`config.mk`:
```
export PLATFORM = sky130hd
export DESIGN_NAME = pipe_hazard_ctrl
export DESIGN_NICKNAME = d
export VERILOG_FILES = /design/src/rtl/pipe_pkg.sv /design/src/rtl/pipe_fwd_sel.sv /design/src/rtl/pipe_hazard_ctrl.sv
export SDC_FILE = /design/constraint.sdc
export NUM_CORES = 1
export LEC_CHECK = 0
export BUFFER_PORTS_ARGS = -buffer_cell sky130_fd_sc_hd__buf_2
export CAP_MARGIN = 20
export CORE_AREA = 2 2 107 109
export CTS_CLUSTER_DIAMETER = 150
export DETAILED_ROUTE_END_ITERATION = 10
export DIE_AREA = 0 0 109 111
export PLACE_DENSITY = 0.62
export SYNTH_ARGS = -nofsm -noshare
export SYNTH_HDL_FRONTEND = slang
export SYNTH_SLANG_ARGS = --single-unit
```
`constraint.sdc`:
```
create_clock -name clock -period 1.95 [get_ports clock]
set_input_delay 0.0975 -clock clock [delete_from_list [all_inputs] [get_ports clock]]
set_output_delay 0.0975 -clock clock [all_outputs]
set_load 0.02 [all_outputs]
```
`src/rtl/pipe_pkg.sv`:
```
// ============================================================================
// Module   : pipe_pkg
// Purpose  : Forward-select encodings and hazard FSM states shared by the
//            ID-stage hazard/forwarding controller.
// Revision : 1.0
// ============================================================================
`default_nettype none

package pipe_pkg;

  localparam logic [1:0] FWD_REG  = 2'b00;
  localparam logic [1:0] FWD_EALU = 2'b01;
  localparam logic [1:0] FWD_MALU = 2'b10;
  localparam logic [1:0] FWD_MMO  = 2'b11;

  typedef enum logic [0:0] {
    ST_IDLE = 1'b0,
    ST_WAIT = 1'b1
  } state_t;

endpackage

`default_nettype wire

```
`src/rtl/pipe_fwd_sel.sv`:
```
// ============================================================================
// Module   : pipe_fwd_sel
// Purpose  : Per-operand forward select, operand mux and load-use hit flag.
// Revision : 1.0
// ============================================================================
`default_nettype none

module pipe_fwd_sel
  import pipe_pkg::*;
#(
  parameter int DW = 32,
  parameter int AW = 5
) (
  input  logic [AW-1:0] i_src,
  input  logic          i_use,
  input  logic [DW-1:0] i_q,
  input  logic [AW-1:0] i_e_rn,
  input  logic          i_e_wreg,
  input  logic          i_e_m2reg,
  input  logic [DW-1:0] i_e_alu,
  input  logic [AW-1:0] i_m_rn,
  input  logic          i_m_wreg,
  input  logic          i_m_m2reg,
  input  logic [DW-1:0] i_m_alu,
  input  logic [DW-1:0] i_m_mo,
  output logic [1:0]    o_sel,
  output logic [DW-1:0] o_data,
  output logic          o_ld_hit
);

  logic w_e_match;
  logic w_m_match;

  // r0 is hardwired to zero, so it never matches a producer
  assign w_e_match = i_e_wreg && (i_e_rn != '0) && (i_e_rn == i_src);
  assign w_m_match = i_m_wreg && (i_m_rn != '0) && (i_m_rn == i_src);

  // A load in E has no data yet; it can only stall, never forward
  assign o_ld_hit = i_use && w_e_match && i_e_m2reg;

  always_comb begin
    o_sel = FWD_REG;
    if (w_e_match && !i_e_m2reg) begin
      o_sel = FWD_EALU;
    end else if (w_m_match) begin
      o_sel = i_m_m2reg ? FWD_MMO : FWD_MALU;
    end
  end

  always_comb begin
    o_data = i_q;
    case (o_sel)
      FWD_EALU: o_data = i_e_alu;
      FWD_MALU: o_data = i_m_alu;
      FWD_MMO:  o_data = i_m_mo;
      default:  o_data = i_q;
    endcase
  end

endmodule

`default_nettype wire

```
`src/rtl/pipe_hazard_ctrl.sv`:
```
// ============================================================================
// Module   : pipe_hazard_ctrl
// Purpose  : ID-stage operand forwarding, multi-cycle load-use interlock,
//            branch flush and saturating stall counter.
// Revision : 1.0
// ============================================================================
`default_nettype none

module pipe_hazard_ctrl
  import pipe_pkg::*;
#(
  parameter int DW     = 32,
  parameter int AW     = 5,
  parameter int LD_LAT = 1,
  parameter int CW     = 16
) (
  input  logic          clock,
  input  logic          resetn,
  input  logic [AW-1:0] d_rs,
  input  logic [AW-1:0] d_rt,
  input  logic          d_use_rs,
  input  logic          d_use_rt,
  input  logic [DW-1:0] q1,
  input  logic [DW-1:0] q2,
  input  logic [AW-1:0] e_rn,
  input  logic          e_wreg,
  input  logic          e_m2reg,
  input  logic [DW-1:0] e_alu,
  input  logic [AW-1:0] m_rn,
  input  logic          m_wreg,
  input  logic          m_m2reg,
  input  logic [DW-1:0] m_alu,
  input  logic [DW-1:0] m_mo,
  input  logic          branch_taken,
  output logic [DW-1:0] da,
  output logic [DW-1:0] db,
  output logic [1:0]    fwda,
  output logic [1:0]    fwdb,
  output logic          wpcir,
  output logic          dbubble,
  output logic          flush,
  output logic [CW-1:0] stall_cnt
);

  localparam bit          c_MULTI     = (LD_LAT > 1);
  localparam logic [2:0]  c_WAIT_INIT = 3'(LD_LAT - 1);
  localparam logic [CW-1:0] c_CNT_MAX = {CW{1'b1}};

  state_t        r_state;
  state_t        w_state_nxt;
  logic [2:0]    r_wait;
  logic [2:0]    w_wait_nxt;
  logic [CW-1:0] r_stall_cnt;
  logic          w_hit_a;
  logic          w_hit_b;
  logic          w_hz;
  logic          w_wpcir;

  pipe_fwd_sel #(.DW(DW), .AW(AW)) u_fwd_a (
    .i_src    (d_rs),
    .i_use    (d_use_rs),
    .i_q      (q1),
    .i_e_rn   (e_rn),
    .i_e_wreg (e_wreg),
    .i_e_m2reg(e_m2reg),
    .i_e_alu  (e_alu),
    .i_m_rn   (m_rn),
    .i_m_wreg (m_wreg),
    .i_m_m2reg(m_m2reg),
    .i_m_alu  (m_alu),
    .i_m_mo   (m_mo),
    .o_sel    (fwda),
    .o_data   (da),
    .o_ld_hit (w_hit_a)
  );

  pipe_fwd_sel #(.DW(DW), .AW(AW)) u_fwd_b (
    .i_src    (d_rt),
    .i_use    (d_use_rt),
    .i_q      (q2),
    .i_e_rn   (e_rn),
    .i_e_wreg (e_wreg),
    .i_e_m2reg(e_m2reg),
    .i_e_alu  (e_alu),
    .i_m_rn   (m_rn),
    .i_m_wreg (m_wreg),
    .i_m_m2reg(m_m2reg),
    .i_m_alu  (m_alu),
    .i_m_mo   (m_mo),
    .o_sel    (fwdb),
    .o_data   (db),
    .o_ld_hit (w_hit_b)
  );

  assign w_hz = w_hit_a || w_hit_b;

  always_ff @(posedge clock or negedge resetn) begin
    if (!resetn) begin
      r_state     <= ST_IDLE;
      r_wait      <= 3'd0;
      r_stall_cnt <= '0;
    end else begin
      r_state <= w_state_nxt;
      r_wait  <= w_wait_nxt;
      if (!w_wpcir && (r_stall_cnt != c_CNT_MAX)) begin
        r_stall_cnt <= r_stall_cnt + 1'b1;
      end
    end
  end

  // The first stall cycle is spent in IDLE; WAIT covers the remaining LD_LAT-1
  always_comb begin
    w_state_nxt = r_state;
    w_wait_nxt  = r_wait;
    w_wpcir     = 1'b1;
    case (r_state)
      ST_IDLE: begin
        if (w_hz) begin
          w_wpcir = 1'b0;
          if (c_MULTI) begin
            w_state_nxt = ST_WAIT;
            w_wait_nxt  = c_WAIT_INIT;
          end
        end
      end
      ST_WAIT: begin
        w_wpcir    = 1'b0;
        w_wait_nxt = r_wait - 3'd1;
        if (r_wait == 3'd1) begin
          w_state_nxt = ST_IDLE;
        end
      end
      default: begin
        w_state_nxt = ST_IDLE;
        w_wait_nxt  = 3'd0;
      end
    endcase
  end

  // The branch itself proceeds into E; only its IF/ID successor is killed
  assign wpcir     = w_wpcir;
  assign dbubble   = ~w_wpcir;
  assign flush     = branch_taken & w_wpcir;
  assign stall_cnt = r_stall_cnt;

endmodule

`default_nettype wire

```
**After elaboration in Yosys (flattened, before gate mapping)**

Index checks and enable logic that the tools add are counted.

- Memory bits (writable): 0
- Register bits after elaboration: 20
- Input port bits: 189
- Latch bits: 0
- ROM bits: 0
- Word-level logic and storage cells: 49
- Memories kept: 0
- Output and inout bits: 87

- Shift-type cells: 0
- Add/subtract/negate cells: 2
- Multiply operators: 0
- Bitwise logic cells: 3
- Reduce and logical (&&, ||, !) cells: 18
- Div/mod/pow operators: 0
- Equality and inequality tests: 12
- Order comparisons: 0
- Mux-type cells: 11

Operators by type and width:

| operator | number |
|---|---|
| 32-bit one-hot mux with 3 select lines | 2 |
| 5-bit equality test | 4 |
| 16-bit by 1-bit adder with 16-bit output, second input constant | 1 |
| 16-bit inequality test, second input constant | 1 |
| 1-bit logical AND | 13 |
| 5-bit nonzero test | 2 |
| 2-bit equality test, second input constant | 4 |
| 2-bit 2-to-1 mux | 4 |
| 2-bit by 1-bit equality test with 1-bit output, second input constant | 2 |
| 1-bit 2-to-1 mux | 4 |
| 3-bit by 1-bit equality test with 1-bit output, second input constant | 1 |
| 3-bit by 1-bit subtractor with 3-bit output, second input constant | 1 |
| 1-bit logical NOT | 2 |
| 1-bit inverter | 2 |
| 1-bit one-hot mux with 2 select lines | 1 |
| 1-bit bitwise AND | 1 |
| 1-bit logical OR | 1 |

**Longest topological paths before layout**

- Depth in word-level cells: 10
- Depth in mapped cells: 8
- Mapped depth without buffers: 7

**Cells and area by module**

From an unflattened synthesis, not the netlist that was laid out.

- Cells, all modules: 516
- Area, all modules: 3,652.3 µm²

By module, submodules not included:

| module | sequential area each (µm²) | times used | area each (µm²) | cells an instance |
|---|---|---|---|---|
| pipe_fwd_sel | 0.0 | 2 | 1,301.2 | 211 |
| pipe_hazard_ctrl | 500.5 | 1 | 1,049.8 | 94 |

**Worst setup path after synthesis**

No wires, ideal clock.

- Path kind: flip-flop to flip-flop
- Start: reg r_stall_cnt[0], in the netlist stall_cnt[0]
- End: reg r_stall_cnt[1], in the netlist stall_cnt[1]
- Required time: 1.825 ns
- Stages on the path, launching flop included: 8
- Buffers on the path: 0
- Slack: -0.070 ns
- Library setup time: 0.125 ns
- Arrival: 1.896 ns
- Clock period less this slack: 2.020 ns
- Cells stage by stage: dfrtp_1 -> ha_1 -> nand3_1 -> nor2_1 -> nand3_1 -> nor3_1 -> nor2_1 -> mux2_2

- Word-level cells in the longest chain between the ends: 2
- Elaborated cells on any way between the ends: 3
- Classes of those cells: 1 x add/sub; 1 x eq/ne; 1 x reduce/logical

RTL lines:

| element | RTL line | RTL |
|---|---|---|
| start: declaration | pipe_hazard_ctrl.sv:53 | `logic [CW-1:0] r_stall_cnt;` |
| start signal: assignment | pipe_hazard_ctrl.sv:106 | `r_stall_cnt <= r_stall_cnt + 1'b1;` |
| branches (longest 2 deep; another with 16-bit by 1-bit adder with 16-bit output) | - |  |

Parallel ways; which one is timed is not known.
A chain may end at the register's enable or synchronous reset.

**Worst setup path in the final report**

- Start: in m_rn[0]
- End: out da[30]

- Word-level cells in the longest chain between the ends: 7
- Elaborated cells on any way between the ends: 10
- Classes of those cells: 4 x eq/ne; 3 x mux; 3 x reduce/logical

RTL lines:

| element | RTL line | RTL |
|---|---|---|
| start: declaration | pipe_hazard_ctrl.sv:29 | `input logic [AW-1:0] m_rn,` |
| 5-bit nonzero test | pipe_fwd_sel.sv:36 | `assign w_m_match = i_m_wreg && (i_m_rn != '0) && (i_m_rn == i_src);` |
| 1-bit logical AND | pipe_fwd_sel.sv:36 |  |
| 1-bit logical AND * | pipe_fwd_sel.sv:36 |  |
| 2-bit 2-to-1 mux * | pipe_fwd_sel.sv:45 | `end else if (w_m_match) begin` |
| 2-bit 2-to-1 mux * | pipe_fwd_sel.sv:43 | `if (w_e_match && !i_e_m2reg) begin` |
| 2-bit equality test or 2-bit by 1-bit equality test with 1-bit output (tied branches) | pipe_fwd_sel.sv:52 | `case (o_sel)` |
| 32-bit one-hot mux with 3 select lines * | pipe_fwd_sel.sv:52 |  |
| end: declaration | pipe_hazard_ctrl.sv:35 | `output logic [DW-1:0] da,` |

Mark *: on every way between the ends. The rest lies on a longest branch, timed or not.

==> impl_metrics.ini <==
[timing]
max_freq_mhz = 534
finalCriticalPeriod_ps = 1870
fin_skew_ps = 2.00
fin_crit_sh_pct = 95.9
setup_viol = 0
hold_violations = 0
relSlewSlack_pct = 69.3
rsz0062_at_grt = yes
tightest_slew_ps = 460
drv_slew = 0

[detailed_routing]
wl_per_cell_um = 14.5
viasPerCell = 4.68
vias = 4105
first_iter_violations = 341
ant_nets = 0
first_pass_iters = 4
drcViolationCount = 0
totalWireLength_mm = 12.7

[cells_and_area]
area_growth_pct = 70.5
fin_area_sq_mm = 0.00488
layout_common_cells = 257 x buf_2, 138 x nand2_1, 94 x o21ai_0, 41 x buf_4, 36 x o21ai_1
final_common_cell = buf_2
num-nets-final = 924
n_fill_cell = 1225
final_layout_size_suffix_gt1_share_pct = 45.3
instances_no_fill = 878

[setup_path]
cp-start-kind = input pin
crit_path_end_kind = output pin
critPathSlowestCell = or4_4
critPathArrivalTime_ps = 1770
worstPathMaxFanout = 9
path_common_cell = buf_2
criticalPathCategory = input pin to output pin
reg2reg_to = stall_cnt[14]
reg2reg_slack_ps = 150
timing.rr.start = stall_cnt[1]
path_cells = buf_2, or4_4, o21ai_4, nor4_4, buf_6, clkbuf_16, nand2_1, o21ai_0, o21ai_1, buf_2
crit_required_ps = 1850
cpPeakStageDelay_ps = 520
r2r_cells = 6

[clock_tree]
cts.clk_slew.worst_paths_ps = 60
clk_latency_ps = 250
cts_buffers = 3
ctsLongestPathBuffers = 2
cts.sinks = 20
cts_tree = yes
h-tree-depth = 1
root_buffer = clkbuf_16

[yosys]
syn_area_sq_mm = 0.00286
seq_area_frac_synth_pct = 17.5
yosys.area.top_type = o21ai_0
synth.area.top_cells = o21ai_0 20%, nand2_1 18%, dfrtp_1 17%
synthesis.nets = 644
syn_avg_cell_area_sq_um = 6.33
netlist.area_leader.share_pct = 20.1
yosys_warnings = 0
ys_seq_elements = 20
syn-instance-count = 452
synth_cell_types = 36

[hold_path]
hold_path.class = input pin to asynchronous set/reset pin

[floorplanning]
die-area_sq_mm = 0.0121
coreArea_sq_mm = 0.0111
initial_core_util_pct = 25.8
fp-row-count = 39
die_x_um = 109
die_h_um = 111
io-pin-count = 276

[place]
place_area_sq_mm = 0.00461
io_buffers = 275
gp_congestion = 0.926
place_inst = 867
dp_hpwl_mm = 10.3

[job]
maxCapViolCount = 0

[global_route]
grt-ovfl-total = 0
grt_usage_pct = 19.0
grt_pass1_wl_mm = 18.5
grt_antenna_before_repair = 4
grt_max_degree = 67
first_global_vias = 3678

[power_and_ir_drop]
power.density_mw_per_mm2 = 379
vdd_drop_max_uv = 694
p_leak_nw = 2.38

[run_status]
outcome = completed
==> Yosys cell counts <==
| library cell | n |
|---|---|
| a21boi_0 | 1 |
| a21o_1 | 2 |
| a21oi_1 | 2 |
| a31oi_1 | 1 |
| a32o_1 | 1 |
| a41o_2 | 1 |
| and2_1 | 1 |
| and3_1 | 1 |
| buf_2 | 7 |
| buf_6 | 1 |
| clkbuf_1 | 25 |
| dfrtp_1 | 20 |
| ha_1 | 3 |
| inv_1 | 4 |
| inv_2 | 1 |
| mux2_2 | 5 |
| mux2i_1 | 32 |
| nand2_1 | 138 |
| nand2b_1 | 1 |
| nand3_1 | 8 |
| nand3b_1 | 1 |
| nand4_1 | 2 |
| nor2_1 | 8 |
| nor2b_1 | 2 |
| nor3_1 | 7 |
| nor3_2 | 1 |
| nor3b_1 | 3 |
| nor4_1 | 5 |
| nor4_2 | 1 |
| nor4b_1 | 2 |
| nor4b_2 | 1 |
| o21ai_0 | 115 |
| o21ai_1 | 16 |
| or4_1 | 1 |
| xnor2_1 | 8 |
| xor2_1 | 24 |
==> registers in the layout, summed over array words and instances, names as in the netlist <==
register   cells
r_state        1
stall_cnt     16
r_wait         3
==> metal layers <==
| layer | vias up | global-route usage [%] | wire [um] |
|---|---|---|---|
| met5 | - | 0 | 0 |
| met4 | 0 | 6.07 | 240 |
| met3 | 17 | 4.59 | 1160 |
| met2 | 153 | 33.9 | 6300 |
| met1 | 1814 | 21.9 | 5010 |
| li1 | 2121 | - | - |
==> worst max-delay path by stage <==
stage | startpoint | endpoint | slack [ps]
floorplan | m_rn[0] | db[12] | 30
global placement | d_rs[4] | da[20] | -420
detailed placement | m_rn[0] | da[20] | -150
CTS | m_rn[0] | da[20] | 10
global route | m_rn[1] | db[4] | -30
finish | m_rn[0] | da[30] | 80
==> timing repair <==
action / in CTS / in global routing
setup endpoints to repair: 26 / 69
buffers inserted: 1 / 0
resized for setup: 30 / 18
hold endpoints to repair: 20 / 0
hold buffers: 1 / 0
pin swaps: 2 / 5
cloned: 0 / 2
==> stage by stage <==
stage | utilization, % | setup WS (ps) | total power [mW] | hold WS [ps] | TNS (ps)
floorplan | - | 34.1 | 0.833 | -198 | 0
global placement | 41.5 | -418 | 1.26 | 73.7 | -12620
detailed placement | 41.6 | -146 | 1.26 | 76.9 | -2310
CTS | 43.2 | 10.8 | 1.85 | 342 | 0
global route | 44.0 | -31.6 | 1.95 | 360 | -191
finish | 44.0 | 79.1 | 1.85 | 327 | 0
==> cells by family (layout without fill, tap and decap cells) <==
group                    after synthesis  count (layout)  share of synthesized area (%)
AO/OA/AOI/OAI                        139             139                           25.0
XOR/XNOR                              32              32                           9.80
adder cells (fa/ha/maj)                3               3                           1.31
buffers and inverters                 38             317                           5.56
flip-flops                            20              20                           17.5
multiplexers                          37              37                           13.2
other                                  0               4                              0
AND/OR/NAND/NOR                      183             183                           27.6
==> worst max-delay path, delay by kind of cell <==
kind	cells	cell delay (ps)
and+or+nand+nor	3	640
AOI/OAI and AO/OA	3	410
buffers and inverters	4	620
==> cell type report <==
cell class / instances / area [sq um] / area share [%]
clock inverters: 1 / 30.0 / 0.616
well taps: 143 / 179 / 3.67
inverters: 5 / 18.8 / 0.385
clock buffers: 3 / 75.1 / 1.54
repair buffers: 308 / 1790 / 36.6
multi-input cells: 394 / 2280 / 46.7
flip-flops and latches: 20 / 500 / 10.3
diodes: 4 / 10.0 / 0.205
==> power by group <==
| part | leakage, nW | switching, mW | internal, mW |
|---|---|---|---|
| combinational | 2.06 | 0.458 | 0.387 |
| sequential | 0.273 | 0.0118 | 0.431 |
| clock | 0.0511 | 0.154 | 0.407 |
| total | 2.38 | 0.624 | 1.23 |
No activity file was read; power rests on OpenSTA's default activity.
